### src/rtl/mult_arb_pkg.sv
// Shared definitions for the two-requester multiplier arbiter.
// Latency: n/a (types, constants and a helper function only).
// Backpressure: n/a.
//
// Contents: FSM state enum, requester count, wait-counter width and a
// one-hot helper used by both the arbiter top and the grant sub-module.
package mult_arb_pkg;

  // Number of requesters sharing the multiplier.
  localparam int N_REQ = 2;

  // Width of the multiplier-latency countdown (holds MUL_LAT-1, MUL_LAT <= 7).
  localparam int CNT_W = 3;

  typedef enum logic [1:0] {
    IDLE = 2'd0,
    WAIT = 2'd1,
    RESP = 2'd2
  } state_t;

  // Requester index to one-hot requester mask.
  function automatic logic [N_REQ-1:0] req_onehot(input logic idx);
    logic [N_REQ-1:0] mask;
    mask      = '0;
    mask[idx] = 1'b1;
    return mask;
  endfunction

endpackage

### src/rtl/mult_arb_rr.sv
// Grant selection and round-robin pointer for the multiplier arbiter.
// Latency: grant is combinational from valid; pointer updates on the accept edge.
// Backpressure: grants only while enabled; a single request wins outright.
//
// Ports:
//   clk, rst   - clock, synchronous active-high reset
//   valid      - per-requester request
//   enable     - arbiter may grant this cycle (idle and not in reset)
//   accept     - the granted request was taken this cycle
//   grant      - one-hot grant mask (all zero when nothing is granted)
//   grant_idx  - index of the granted requester
//
// Build option: MULT_ARB_FIXED_PRIO_EN makes requester 0 win every tie; the
// pointer is then held at its reset value of 0 and never updated.
module mult_arb_rr
  import mult_arb_pkg::*;
(
  input  logic             clk,
  input  logic             rst,
  input  logic [N_REQ-1:0] valid,
  input  logic             enable,
  input  logic             accept,
  output logic [N_REQ-1:0] grant,
  output logic             grant_idx
);

  // Requester that wins when both are valid.
  logic ptr;

  always_comb begin
    grant_idx = 1'b0;
    grant     = '0;
    case (valid)
      2'b01:   grant_idx = 1'b0;
      2'b10:   grant_idx = 1'b1;
      2'b11:   grant_idx = ptr;
      default: grant_idx = 1'b0;
    endcase
    if (enable && (valid != '0)) begin
      grant = req_onehot(grant_idx);
    end
  end

`ifdef MULT_ARB_FIXED_PRIO_EN
  // Pointer pinned at 0 so every tie resolves to requester 0.
  logic unused_accept;
  assign unused_accept = accept;

  always_ff @(posedge clk) begin
    ptr <= 1'b0;
  end
`else
  // After serving g, the other requester gets the next tie.
  always_ff @(posedge clk) begin
    if (rst) begin
      ptr <= 1'b0;
    end else if (accept) begin
      ptr <= ~grant_idx;
    end
  end
`endif

endmodule

### src/rtl/mult_arbiter.sv
// Arbitrates two requesters onto one external multiplier, one operation in flight.
// Latency: handshake in cycle N -> rsp_valid first high in cycle N+MUL_LAT+1.
// Backpressure: response held until rsp_ready of the granted requester; no new grant until then.
//
// Ports:
//   clk, rst            - clock, synchronous active-high reset
//   req_valid/req_ready - per-requester operand handshake (2 bits)
//   req_a, req_b        - operands, requester i in slice [i*BITS +: BITS]
//   rsp_valid/rsp_ready - per-requester product handshake (2 bits)
//   rsp_p               - product (2*BITS), shared by both requesters
//   mul_a, mul_b, mul_p - interface to the shared multiplier
//   busy                - high whenever the arbiter is not idle
//
// Build option: MULT_ARB_FIXED_PRIO_EN (see mult_arb_rr) selects fixed priority
// to requester 0 instead of round-robin.
module mult_arbiter
  import mult_arb_pkg::*;
#(
  parameter int BITS    = 4,
  parameter int MUL_LAT = 2
) (
  input  logic                  clk,
  input  logic                  rst,
  input  logic [N_REQ-1:0]      req_valid,
  output logic [N_REQ-1:0]      req_ready,
  input  logic [N_REQ*BITS-1:0] req_a,
  input  logic [N_REQ*BITS-1:0] req_b,
  output logic [N_REQ-1:0]      rsp_valid,
  input  logic [N_REQ-1:0]      rsp_ready,
  output logic [2*BITS-1:0]     rsp_p,
  output logic [BITS-1:0]       mul_a,
  output logic [BITS-1:0]       mul_b,
  input  logic [2*BITS-1:0]     mul_p,
  output logic                  busy
);

  // The countdown starts at MUL_LAT-1 so the product is sampled in the
  // MUL_LAT-th WAIT cycle.
  localparam logic [CNT_W-1:0] LAT_M1 = CNT_W'(MUL_LAT - 1);

  state_t           state;
  state_t           state_nxt;
  logic [CNT_W-1:0] cnt;
  logic             gnt_q;
  logic [N_REQ-1:0] grant;
  logic             grant_idx;
  logic             req_hs;
  logic             rsp_hs;
  logic [BITS-1:0]  sel_a;
  logic [BITS-1:0]  sel_b;

  mult_arb_rr u_rr (
    .clk       (clk),
    .rst       (rst),
    .valid     (req_valid),
    .enable    ((state == IDLE) && !rst),
    .accept    (req_hs),
    .grant     (grant),
    .grant_idx (grant_idx)
  );

  assign req_ready = grant;
  // grant is only non-zero in IDLE, so this is the IDLE accept condition.
  assign req_hs    = (req_valid & grant) != '0;
  // Only the granted requester's rsp_ready can retire the response.
  assign rsp_hs    = (state == RESP) && rsp_ready[gnt_q];

  assign sel_a = grant_idx ? req_a[2*BITS-1:BITS] : req_a[BITS-1:0];
  assign sel_b = grant_idx ? req_b[2*BITS-1:BITS] : req_b[BITS-1:0];

  // Next-state logic.
  always_comb begin
    state_nxt = state;
    case (state)
      IDLE:    if (req_hs) state_nxt = WAIT;
      WAIT:    if (cnt == '0) state_nxt = RESP;
      RESP:    if (rsp_hs) state_nxt = IDLE;
      default: state_nxt = IDLE;
    endcase
  end

  always_ff @(posedge clk) begin
    if (rst) begin
      state <= IDLE;
    end else begin
      state <= state_nxt;
    end
  end

  // Counter and datapath registers. mul_a/mul_b only change on a new
  // accept, so they keep the last operands outside WAIT.
  always_ff @(posedge clk) begin
    if (rst) begin
      cnt   <= '0;
      gnt_q <= 1'b0;
      mul_a <= '0;
      mul_b <= '0;
      rsp_p <= '0;
    end else begin
      if ((state == IDLE) && req_hs) begin
        mul_a <= sel_a;
        mul_b <= sel_b;
        cnt   <= LAT_M1;
        gnt_q <= grant_idx;
      end
      if (state == WAIT) begin
        if (cnt == '0) begin
          rsp_p <= mul_p;
        end else begin
          cnt <= cnt - 1'b1;
        end
      end
    end
  end

  // Status outputs are forced low for the whole reset cycle, not only
  // after the reset edge.
  assign rsp_valid = ((state == RESP) && !rst) ? req_onehot(gnt_q) : '0;
  assign busy      = (state != IDLE) && !rst;

endmodule

### config.mk
export PLATFORM = sky130hd
export DESIGN_NAME = mult_arbiter
export DESIGN_NICKNAME = d
export VERILOG_FILES = /design/src/rtl/mult_arb_pkg.sv /design/src/rtl/mult_arb_rr.sv /design/src/rtl/mult_arbiter.sv
export SDC_FILE = /design/constraint.sdc
export NUM_CORES = 1
export LEC_CHECK = 0
export CAP_MARGIN = 0
export CORE_MARGIN = 4
export CORE_UTILIZATION = 35
export CTS_CLUSTER_DIAMETER = 30
export DETAILED_ROUTE_END_ITERATION = 6
export PLACE_DENSITY_LB_ADDON = 0.08
export SYNTH_ARGS = -nofsm -noshare
export SYNTH_HDL_FRONTEND = slang
export SYNTH_SLANG_ARGS = --single-unit
### constraint.sdc
create_clock -name clk -period 1.4 [get_ports clk]
set_input_delay 0.28 -clock clk [delete_from_list [all_inputs] [get_ports clk]]
set_output_delay 0.28 -clock clk [all_outputs]
set_load 0.005 [all_outputs]
== Yosys cells after proc, flatten, opt, wreduce, memory -nomap -nowiden ==
Index checks and enable logic that the tools add are counted.

* Register bits after elaboration: 23
* Output and inout port bits: 21
* Logic and storage cells: 55
* Bits of input ports: 30

* Magnitude comparators: 4
* Add/sub/neg operators: 1
* Bitwise gates (word level): 2
* Reductions and logical operators: 16
* Eq/ne operators: 7
* Mux-type cells: 18

{| class="wikitable"
|+ Operators by type and width
! cell !! count
|-
| $mux W2 || 5
|-
| $mux W3 || 3
|-
| $logic_and A1 B1 Y1 || 8
|-
| $mux W4 || 2
|-
| $eq A2 B2 Y1 const B || 3
|-
| $ne A2 B2 Y1 const B || 3
|-
| $pmux W2 S3 || 1
|-
| $reduce_bool A2 Y1 || 3
|-
| $lt A1 B2 Y1 const B || 2
|-
| $mux W1 || 4
|-
| $logic_not A3 Y1 || 1
|-
| $reduce_and A3 Y1 || 1
|-
| $sub A3 B1 Y3 const B || 1
|-
| $and A2 B2 Y2 || 1
|-
| $demux W1 S1 || 2
|-
| $eq A2 B1 Y1 const B || 1
|-
| $ge A1 B1 Y1 const B || 2
|-
| $logic_not A2 Y1 || 1
|-
| $pmux W1 S2 || 1
|-
| $reduce_and A2 Y1 || 1
|-
| $logic_not A1 Y1 || 1
|-
| $not A1 Y1 || 1
|}

== Longest topological paths before layout ==
Gate-level depths: netlist of run 1.

* Word-level depth: 13
* Mapped depth: 6

== Hierarchy ==
From an unflattened synthesis of run 1, not the netlist that was laid out.

* Cell total of the unflattened synthesis: 110
* Area total of the unflattened synthesis: 1083.5 µm²

{| class="wikitable"
|+ Modules (own cells, without submodules)
! module !! instances !! area each (µm²) !! cells each
|-
| mult_arbiter || 1 || 1007.2 || 102
|-
| mult_arb_rr || 1 || 76.3 || 8
|}

== Least setup slack after synthesis of run 1 ==
No wires, ideal clock.

* Path type: reg2reg
* Start: reg cnt[0]
* End: reg rsp_p[0]
* Required time: 1.272 ns
* Library setup time: 0.128 ns
* Clock period less this slack: 1.314 ns
* Slack: 0.086 ns
* Stages on the path, launching flop included: 7
* Data arrival time: 1.187 ns
* Cell sequence: dfxtp_1 -> inv_1 -> ha_1 -> and4bb_2 -> buf_2 -> mux2i_1 -> nor2_1

* Longest elaborated chain between the ends: 2

{| class="wikitable"
|+ Ends and longest elaborated chain
! item !! line !! source
|-
| from (decl) || mult_arbiter.sv:43 || <nowiki>logic [CNT_W-1:0] cnt;</nowiki>
|-
| from (signal assigned) || mult_arbiter.sv:110 || <nowiki>cnt <= cnt - 1'b1;</nowiki>
|-
| $logic_not A3 Y1 || mult_arbiter.sv:107 || <nowiki>if (cnt == '0) begin</nowiki>
|-
| $reduce_and A2 Y1 (no line) || - ||
|-
| to (signal assigned) || mult_arbiter.sv:108 || <nowiki>rsp_p <= mul_p;</nowiki>
|-
| to (decl) || mult_arbiter.sv:30 || <nowiki>output logic [2*BITS-1:0] rsp_p,</nowiki>
|}

No other way between the ends.
A chain may end at the register's enable or synchronous reset.

== Final worst setup path of run 1 ==
* Start: reg state[1]
* End: out busy

* Longest elaborated chain between the ends: 2

{| class="wikitable"
|+ Ends and longest elaborated chain
! item !! line !! source
|-
| from (decl) || mult_arbiter.sv:41 || <nowiki>state_t state;</nowiki>
|-
| from (signal assigned) || mult_arbiter.sv:86 || <nowiki>state <= state_nxt;</nowiki>
|-
| $reduce_bool A2 Y1 || mult_arbiter.sv:119 || <nowiki>assign busy = (state != IDLE) && !rst;</nowiki>
|-
| $logic_and A1 B1 Y1 || mult_arbiter.sv:119 ||
|-
| to (decl) || mult_arbiter.sv:34 || <nowiki>output logic busy</nowiki>
|}

No other way between the ends.

==> results of run 1 <==
## critical path: stages, from the launching register on
cell	delay, ps
dfxtp_2	370
buf_6	120
or2_1	220
and2_1	130
buf_2	120
## registers in the layout, summed over array words and instances (netlist names)
| register | flops |
|---|---|
| gnt_q | 1 |
| u_rr.ptr | 1 |
| state | 2 |
| cnt | 3 |
| rsp_p | 8 |
| mul_a | 4 |
| mul_b | 4 |
## per-stage QoR
stage               power (mW)  utilization [%]  setup slack (ps)  instances  hold slack (ps)
detailed placement        1.31             60.4              -632        203              473
global placement          1.30             60.4              -609        203              472
global route              1.79             66.5              -226        215              495
CTS                       1.66             65.3              -166        215              496
floorplan                 1.01                -              85.7        109              419
finish                    1.68             66.5              -149        215              484
## cell families after synthesis
| kind of cell | Yosys count | share of synthesized area, % |
|---|---|---|
| flip-flops | 23 | 44.2 |
| buffers and inverters | 11 | 4.92 |
| multiplexers | 9 | 8.64 |
| adder cells (fa/ha/maj) | 2 | 2.40 |
| AO/OA/AOI/OAI | 26 | 18.6 |
| AND/OR/NAND/NOR | 38 | 21.2 |
## cells in the mapped netlist
cell type   n  area share, %
o21a_1      1           0.72
o211ai_1    1           0.72
nand3_1     4            1.9
o31a_1      2            1.7
a211oi_1    1           0.72
buf_6       1            1.1
nand2_1     1           0.36
o21a_4      1            1.4
nor2b_1     2            1.2
o21bai_1    1           0.72
mux2i_1     9            8.6
a21boi_1    1           0.72
nor3_2      1           0.96
and3_1      5            3.0
a21o_1      1           0.72
nand3b_1    1           0.72
a221o_1     4            3.8
nand4_1     4            2.4
o31ai_1     1           0.72
a21oi_1     3            1.4
nor3b_1     1           0.72
and4bb_2    1            1.2
or2_1       1           0.60
and2_1      1           0.60
nor4bb_1    1           0.96
inv_1       4            1.4
o221ai_1    1           0.84
nand2b_1    2            1.2
a31oi_1     4            2.4
or3_1       1           0.60
nor4b_1     1           0.84
ha_1        2            2.4
buf_2       2           0.96
o21ai_0     4            1.9
nor2_1     11            4.0
clkbuf_1    4            1.4
dfxtp_1    23             44
## cell type report
class / instances / area share, %
clock buffer: 4 / 1.41
inverter: 4 / 0.805
multi-input combinational: 75 / 31.7
sequential: 23 / 25.8
tap: 31 / 2.08
timing repair buffer: 78 / 38.2
## final timing paths
check,cells after the start,slack [ps],end
worst min-delay path,4,480,mul_b[2]$_SDFFE_PP0P_
worst max register to register,6,-150,cnt[1]$_SDFF_PP0_
worst min register to register,2,500,rsp_p[2]$_SDFFE_PP0P_
worst max-delay path,4,-150,busy
## where the power goes
part / internal, mW / switching [mW] / total (mW)
clock: 0.111 / 0.204 / 0.315
combinational: 0.353 / 0.247 / 0.601
sequential: 0.728 / 0.0395 / 0.767
total: 1.19 / 0.491 / 1.68
## per-layer routing
| layer | wire [um] | vias up | share of wire [%] |
|---|---|---|---|
| met1 | 1320 | 524 | 41 |
| met3 | 187 | 2 | 5.7 |
| met5 | 0 | - | 0 |
| met2 | 1730 | 34 | 53 |
| met4 | 19 | 0 | 0.58 |
| li1 | - | 561 | - |
## repair_timing
| action | CTS | global route |
|---|---|---|
| pin swaps | 8 | 3 |
| gates resized for setup | 71 | 10 |
| endpoints found under the setup margin | 34 | 24 |
| setup buffers | 9 | 1 |
==> results.json, run 1 <==
{
  "die_w_um": 62.6,
  "grt_pass1_wl_mm": 5.55,
  "worstPathMaxFanout": 2,
  "grt.met3_usage_pct": 4.68,
  "power_per_cell_area_nw_per_um2": 902,
  "ios": 51,
  "grt_max_degree": 13,
  "cts_root_buffer": "clkbuf_4",
  "layout.cells.most_common_list": "27 x clkdlybuf4s50_1, 19 x buf_4, 17 x dlygate4sd2_1, 17 x dfxtp_2, 11 x buf_6",
  "floorplan.initialDensity_pct": 37.2,
  "num_antenna_cells": 0,
  "violations": "negative setup slack",
  "finalSetupViolCount": 19,
  "die_h_um": 62.6,
  "detail_route.wirelength_mm": 3.25,
  "grt.met1_usage_pct": 18.6,
  "route.detailed.drc": 0,
  "drive_above_1_share_pct": 35.9,
  "cts-hold-fix-buffers": 0,
  "cts_tree": "done",
  "clock_skews_ps": 5.66,
  "startpoint_type": "register",
  "yosysWarningCount": 0,
  "fmax_mhz": 645,
  "fin_crit_sh_pct": 111,
  "top_usage_layer": "met2",
  "synth.cell_area_um2": 1040,
  "synth-seq-cells": 23,
  "timing.max_slew.rel_slack_pct": 76.1,
  "multi_input_gate_area_in_the_final_layout_um2": 591,
  "grt_antenna_before_repair": 0,
  "gr-usage-met2_pct": 32.9,
  "cts_buffer_depth": 2,
  "clock_latency_ps": 310,
  "die-area_um2": 3920,
  "globalRoute.totalOverflow": 0,
  "timing_worst_setup_path_type": "reg -> out",
  "worst_hold_startpoint": "req_valid[1]",
  "cts.sinks": 23,
  "vdd_ir_drop_max_uv": 554,
  "synth.net_count": 141,
  "core_region_area_um2": 2810,
  "grt_usage_pct": 17.4,
  "finalWorstPathRequiredPeriod_ps": 1550,
  "portBuffers": 50,
  "flow.area_growth_from_synthesis_pct": 79.0,
  "inserted_clock_buffers": 3,
  "detailroute.via_count": 1121,
  "dp_hpwl_mm": 2.38,
  "static-leakage-power_nw": 0.837,
  "worst_setup_hold_path_clk_slew_ps": 120,
  "cts_htree_levels": 1,
  "synth_sequential_area_ratio_pct": 44.2,
  "worst_hold_check_path_type": "in -> reg",
  "rsz0062_at_grt": "true",
  "syn_inst": 109,
  "setup_ws_ps": -149,
  "worst-endpoint-required_ps": 1120,
  "layout.area.seq_um2": 482,
  "synthDistinctLibCells": 37,
  "status": "finished, violations left",
  "cp-end-kind": "output pin",
  "fin_nets": 217,
  "reg2reg_from": "state[1]$_SDFFE_PP0P_",
  "fp_rows": 19,
  "worst_path_arrival_time_ps": 1270,
  "drtAntennaViolNets": 0,
  "detailedRoute.firstIterationViolations": 38,
  "drt_pass1_iterations": 4,
  "crit_start": "state[1]$_SDFFE_PP0P_",
  "final_hold_viol_count": 0,
  "routability_cong": 0.741,
  "transition_time_at_the_pin_with_the_least_slew_margin_ps": 358,
  "mostFrequentLayoutCell": "clkdlybuf4s50_1",
  "vias_per_cell": 5.21,
  "synthesis.area_per_instance_um2": 9.56,
  "dpl_cell_area_um2": 1700,
  "slew_violations": 0,
  "n_fill_cell": 249,
  "timing.setup.tns_ps": -1770,
  "maxCapViolations": 0,
  "stdcell_area_um2": 1870,
  "wl_per_cell_um": 15.1,
  "grt_pass1_vias": 1212
}
(Power assumes the default switching activity.)
==> run 2: changes to the inputs <==
Settings changed: CAP_MARGIN 0 to 15, CORE_MARGIN 4 to 2.
Clock period 1.4 ns to 1.33 ns, I/O delays scaled along.
==> run 2 against run 1 <==
Effect of this change: the flow still finishes with violations (negative setup slack); core utilization fell by 0.65 points; hold slack worse by 31 ps; die area is 12% lower; cell area decreased by 1.8%; critical path depth is the same; flip-flop and latch count did not move; sequential power up 6.0%; wire length decreased by 4.3%; critical path type unchanged; largest power group unchanged.
==> results.json, run 2 (synthesis results as in run 1) <==
{
  "grt_pass1_vias": 1138,
  "detail_route.wirelength_mm": 3.12,
  "clock_skews_ps": 7.21,
  "timing_worst_setup_path_type": "reg -> out",
  "wl_per_cell_um": 14.6,
  "vias_per_cell": 5.25,
  "r2r-end": "mul_a[3]$_SDFFE_PP0P_",
  "num_antenna_cells": 0,
  "cts-hold-fix-buffers": 0,
  "reg2reg_depth": 5,
  "worstPathMaxFanout": 6,
  "worst_setup_hold_path_clk_slew_ps": 140,
  "startpoint_type": "register",
  "finalSetupViolCount": 10,
  "drtAntennaViolNets": 0,
  "finalWorstPathRequiredPeriod_ps": 1570,
  "rsz0062_at_grt": "true",
  "globalRoute.totalOverflow": 0,
  "cts_buffer_depth": 2,
  "totalPowerFinal_mw": 1.77,
  "timing.setup.tns_ps": -1690,
  "mostFrequentLayoutCell": "clkdlybuf4s50_1",
  "power_per_cell_area_nw_per_um2": 968,
  "ff2ff_setup_slack_ps": -210,
  "worst_hold_slack_ps": 453,
  "portBuffers": 50,
  "cp-end-kind": "output pin",
  "cts_htree_levels": 1,
  "detailroute.via_count": 1119,
  "drive_above_1_share_pct": 38.5,
  "highest-signal-layer": "met4",
  "core_region_area_um2": 2780,
  "violations": "negative setup slack",
  "worst_hold_check_path_type": "in -> reg",
  "flow.area_growth_from_synthesis_pct": 75.8,
  "static-leakage-power_nw": 0.815,
  "floorplan.initialDensity_pct": 37.5,
  "fin_nets": 215,
  "die_h_um": 58.6,
  "cts_tree": "done",
  "timing.max_slew.rel_slack_pct": 84.1,
  "dp_hpwl_mm": 2.19,
  "final_hold_viol_count": 0,
  "grt_pass1_wl_mm": 5.03,
  "route.detailed.drc": 0,
  "worst_hold_startpoint": "rst",
  "regMostFlops": "rsp_p",
  "detailedRoute.firstIterationViolations": 37,
  "vdd_ir_drop_max_uv": 1110,
  "setup_ws_ps": -237,
  "fp_rows": 19,
  "met3_wirelength_um": 169,
  "detailroute.wirelength.met2_mm": 1.71,
  "fin_crit_sh_pct": 118,
  "routability_cong": 0.714,
  "status": "finished, violations left",
  "inserted_clock_buffers": 3,
  "grt_max_degree": 15,
  "drt_pass1_iterations": 4,
  "reg.largest.list": "rsp_p (8), mul_a (4), mul_b (4)",
  "worst-endpoint-required_ps": 1060,
  "slew_violations": 0,
  "largest_register_ffs": 8,
  "ios": 51,
  "layout.cells.most_common_list": "28 x clkdlybuf4s50_1, 20 x buf_4, 19 x dfxtp_2, 17 x dlygate4sd2_1",
  "fmax_mhz": 638,
  "cts.sinks": 23,
  "cts_root_buffer": "clkbuf_4",
  "worst_path_arrival_time_ps": 1300,
  "reg2reg_from": "state[1]$_SDFFE_PP0P_",
  "die-area_um2": 3430,
  "destination_of_the_worst_hold_path": "mul_b[3]$_SDFFE_PP0P_",
  "transition_time_at_the_pin_with_the_least_slew_margin_ps": 239,
  "grt_usage_pct": 18.8,
  "maxCapViolations": 0,
  "die_w_um": 58.6,
  "grt_antenna_before_repair": 0,
  "route.layer.met1.wl_mm": 1.22,
  "clock_latency_ps": 320,
  "worst_hold_path.num_cells": 3
}
## run 2: changes by cell type in the layout (fill, tap and decap cells not counted), moves of 2 or more
cell | before | now
buf_6 | 11 | 6
inv_1 | 3 | 1
dfxtp_1 | 6 | 3
inv_2 | 1 | 3
nor2_2 | 0 | 2
o21ai_0 | 4 | 1
buf_2 | 3 | 5
dfxtp_2 | 17 | 19
o21ai_1 | 0 | 3
## run 2: routing by layer
metal  track usage, %  vias up
met5                0        -
met4             2.92        0
met3             5.71        2
met2             37.4       35
met1             19.4      528
li1                 -      554
## run 2: stage by stage
step	cell area (um^2)	utilization (%)	worst slack, ps	std cells
floorplan	1040	-	15.7	109
global placement	1680	60.4	-675	201
detailed placement	1680	60.4	-702	201
CTS	1770	63.7	-249	210
global route	1830	65.9	-296	213
finish	1830	65.9	-237	213
## run 2: worst max-delay path by stage
stage	end	from	cells past startpoint	slack (ps)
floorplan	rsp_p[0]$_SDFFE_PP0P_	cnt[0]$_SDFF_PP0_	6	20
global placement	req_ready[1]	rst	4	-680
detailed placement	req_ready[1]	rst	4	-700
CTS	busy	state[0]$_SDFFE_PP0P_	4	-250
global route	busy	state[1]$_SDFFE_PP0P_	4	-300
finish	busy	state[1]$_SDFFE_PP0P_	4	-240
## run 2: report_power, final
part | switching (mW) | total (mW) | leakage [nW] | internal, mW
registers | 0.0449 | 0.813 | 0.197 | 0.769
clock network | 0.223 | 0.338 | 0.0139 | 0.115
logic | 0.255 | 0.622 | 0.605 | 0.367
## run 2: layout make-up
class | count | area (um^2)
sequential | 23 | 488
inverter | 4 | 15.0
tap | 31 | 38.8
multi-input combinational | 75 | 588
fill | 227 | 950
clock inverter | 1 | 7.51
timing repair buffer | 76 | 672
clock buffer | 3 | 22.5
## run 2: timing repair
item	4_1_cts	5_1_grt
pin swaps	6	6
buffers inserted	6	3
cloned	0	1
resized for setup	66	17
endpoints found under the hold margin	0	0
endpoints found under the setup margin	36	27
## run 2: critical path, cell delays in order (launching register included)
cell,delay (ps)
dfxtp_2,370
buf_6,130
or2_1,230
and2_1,140
buf_2,120
==> run 3: changes to the inputs <==
Clock period 1.33 ns to 1.26 ns, I/O delays scaled along.
==> run 3 against run 2 <==
Effect of this change: the flow still finishes with violations (negative setup slack); die area is the same; wire length shrank 2.8%; clock-buffer cell count is the same; cell area grew 1.6%; sequential share of layout area shrank 0.34 points; core utilization grew 1.0 points; flip-flop and latch count is the same; critical path type unchanged.
==> results.json, run 3 (synthesis results as in run 1) <==
{
  "status": "finished, violations left",
  "violations": "negative setup slack",
  "cts.sinks": 23,
  "layout.cells.most_common_list": "28 x clkdlybuf4s50_1, 21 x buf_4, 17 x dfxtp_2, 17 x dlygate4sd2_1, 9 x nor2_1",
  "cts-hold-fix-buffers": 0,
  "fin_crit_sh_pct": 124,
  "grt_max_degree": 15,
  "cp-end-kind": "output pin",
  "regMostFlops": "rsp_p",
  "worst_path_dominant_cell_family": "flip-flops",
  "power_per_cell_area_nw_per_um2": 1020,
  "post_layout_nonfiller_instances": 212,
  "worst_setup_hold_path_clk_slew_ps": 130,
  "path_cells": "buf_6 -> or2_4 -> and2_1 -> buf_2",
  "detail_route.wirelength_mm": 3.03,
  "dp_hpwl_mm": 2.16,
  "finalSetupViolCount": 22,
  "die_h_um": 58.6,
  "dpl_cell_area_um2": 1720,
  "grt_antenna_before_repair": 0,
  "static-leakage-power_nw": 0.819,
  "ios": 51,
  "globalRoute.totalOverflow": 0,
  "worst_path_arrival_time_ps": 1310,
  "portBuffers": 50,
  "worstPathMaxFanout": 3,
  "floorplan.initialDensity_pct": 37.5,
  "timing_worst_setup_path_type": "reg -> out",
  "totalPowerFinal_mw": 1.90,
  "critical_path.n_buffers_inverters": 2,
  "grt_usage_pct": 18.5,
  "timing.setup.tns_ps": -3390,
  "die_w_um": 58.6,
  "cts_tree": "done",
  "transition_time_at_the_pin_with_the_least_slew_margin_ps": 289,
  "clock_latency_ps": 320,
  "n_fill_cell": 239,
  "startpoint_type": "register",
  "finalWorstPathRequiredPeriod_ps": 1560,
  "drt_pass1_iterations": 4,
  "final_hold_viol_count": 0,
  "clock_skews_ps": 6.60,
  "worst-endpoint-required_ps": 1010,
  "vdd_ir_drop_max_uv": 1010,
  "fmax_mhz": 642,
  "core_region_area_um2": 2780,
  "rsz0062_at_grt": "true",
  "fin_nets": 214,
  "grt_pass1_wl_mm": 4.86,
  "slowest_delay_ps": 380,
  "cts_htree_levels": 1,
  "mostFrequentLayoutCell": "clkdlybuf4s50_1",
  "stdcell_area_um2": 1860,
  "fp_rows": 19,
  "largest_register_ffs": 8,
  "reg.largest.list": "rsp_p (8), mul_a (4), mul_b (4)",
  "slew_violations": 0,
  "timing.max_slew.rel_slack_pct": 80.7,
  "num_antenna_cells": 0,
  "setup_ws_ps": -298,
  "drive_above_1_share_pct": 39.8,
  "grt_pass1_vias": 1113,
  "inserted_clock_buffers": 3,
  "dp_cells": 204,
  "fin_util_pct": 66.9,
  "critical-path-slowest-cell": "dfxtp_4",
  "detailroute.via_count": 1096,
  "worst_hold_check_path_type": "reg -> reg",
  "maxCapViolations": 0,
  "cts_root_buffer": "clkbuf_4",
  "flow.area_growth_from_synthesis_pct": 78.5,
  "cts_buffer_depth": 2,
  "routability_cong": 0.754,
  "vias_per_cell": 5.17,
  "route.detailed.drc": 0,
  "wl_per_cell_um": 14.3,
  "detailedRoute.firstIterationViolations": 34,
  "drtAntennaViolNets": 0,
  "die-area_um2": 3430
}
==> run 3: timing repair <==
| action | 4_1_cts | 5_1_grt |
|---|---|---|
| pin swaps | 6 | 6 |
| setup buffers | 4 | 0 |
| gates resized for setup | 69 | 17 |
| setup endpoints to repair | 38 | 27 |
==> run 3: path summary, 6_finish.rpt <==
path | slack, ps | from | endpoint | depth (start not counted)
worst max-delay path | -300 | state[0]$_SDFFE_PP0P_ | busy | 4
worst min-delay path | 480 | cnt[0]$_SDFF_PP0_ | cnt[0]$_SDFF_PP0_ | 1
worst max register to register | -270 | state[0]$_SDFFE_PP0P_ | mul_a[3]$_SDFFE_PP0P_ | 5
worst min register to register | 480 | cnt[0]$_SDFF_PP0_ | cnt[0]$_SDFF_PP0_ | 1
==> run 3: per-layer routing <==
metal	track usage [%]	up-vias	wire, um
met5	0	-	0
met4	6.82	0	35
met3	5.05	5	200
met2	36.0	34	1580
met1	18.6	508	1220
li1	-	549	-
==> run 3: stage by stage <==
stage,setup slack (ps),hold WS (ps)
global route,-360,497
detailed placement,-703,468
CTS,-304,468
global placement,-684,468
floorplan,-16.6,391
finish,-298,485
==> run 3: layout make-up <==
type	count	area [um^2]	share of cell area, %
Sequential cell	23	489	26.3
Tap cell	31	38.8	2.08
Multi-Input combinational cell	75	609	32.8
Clock inverter	1	7.51	0.403
Timing Repair Buffer	75	678	36.4
Clock buffer	3	22.5	1.21
Inverter	4	15.0	0.807
==> run 3: power by group <==
group | switching [mW] | internal [mW] | total, mW
combinational | 0.273 | 0.412 | 0.684
clock | 0.237 | 0.122 | 0.359
sequential | 0.0482 | 0.811 | 0.859
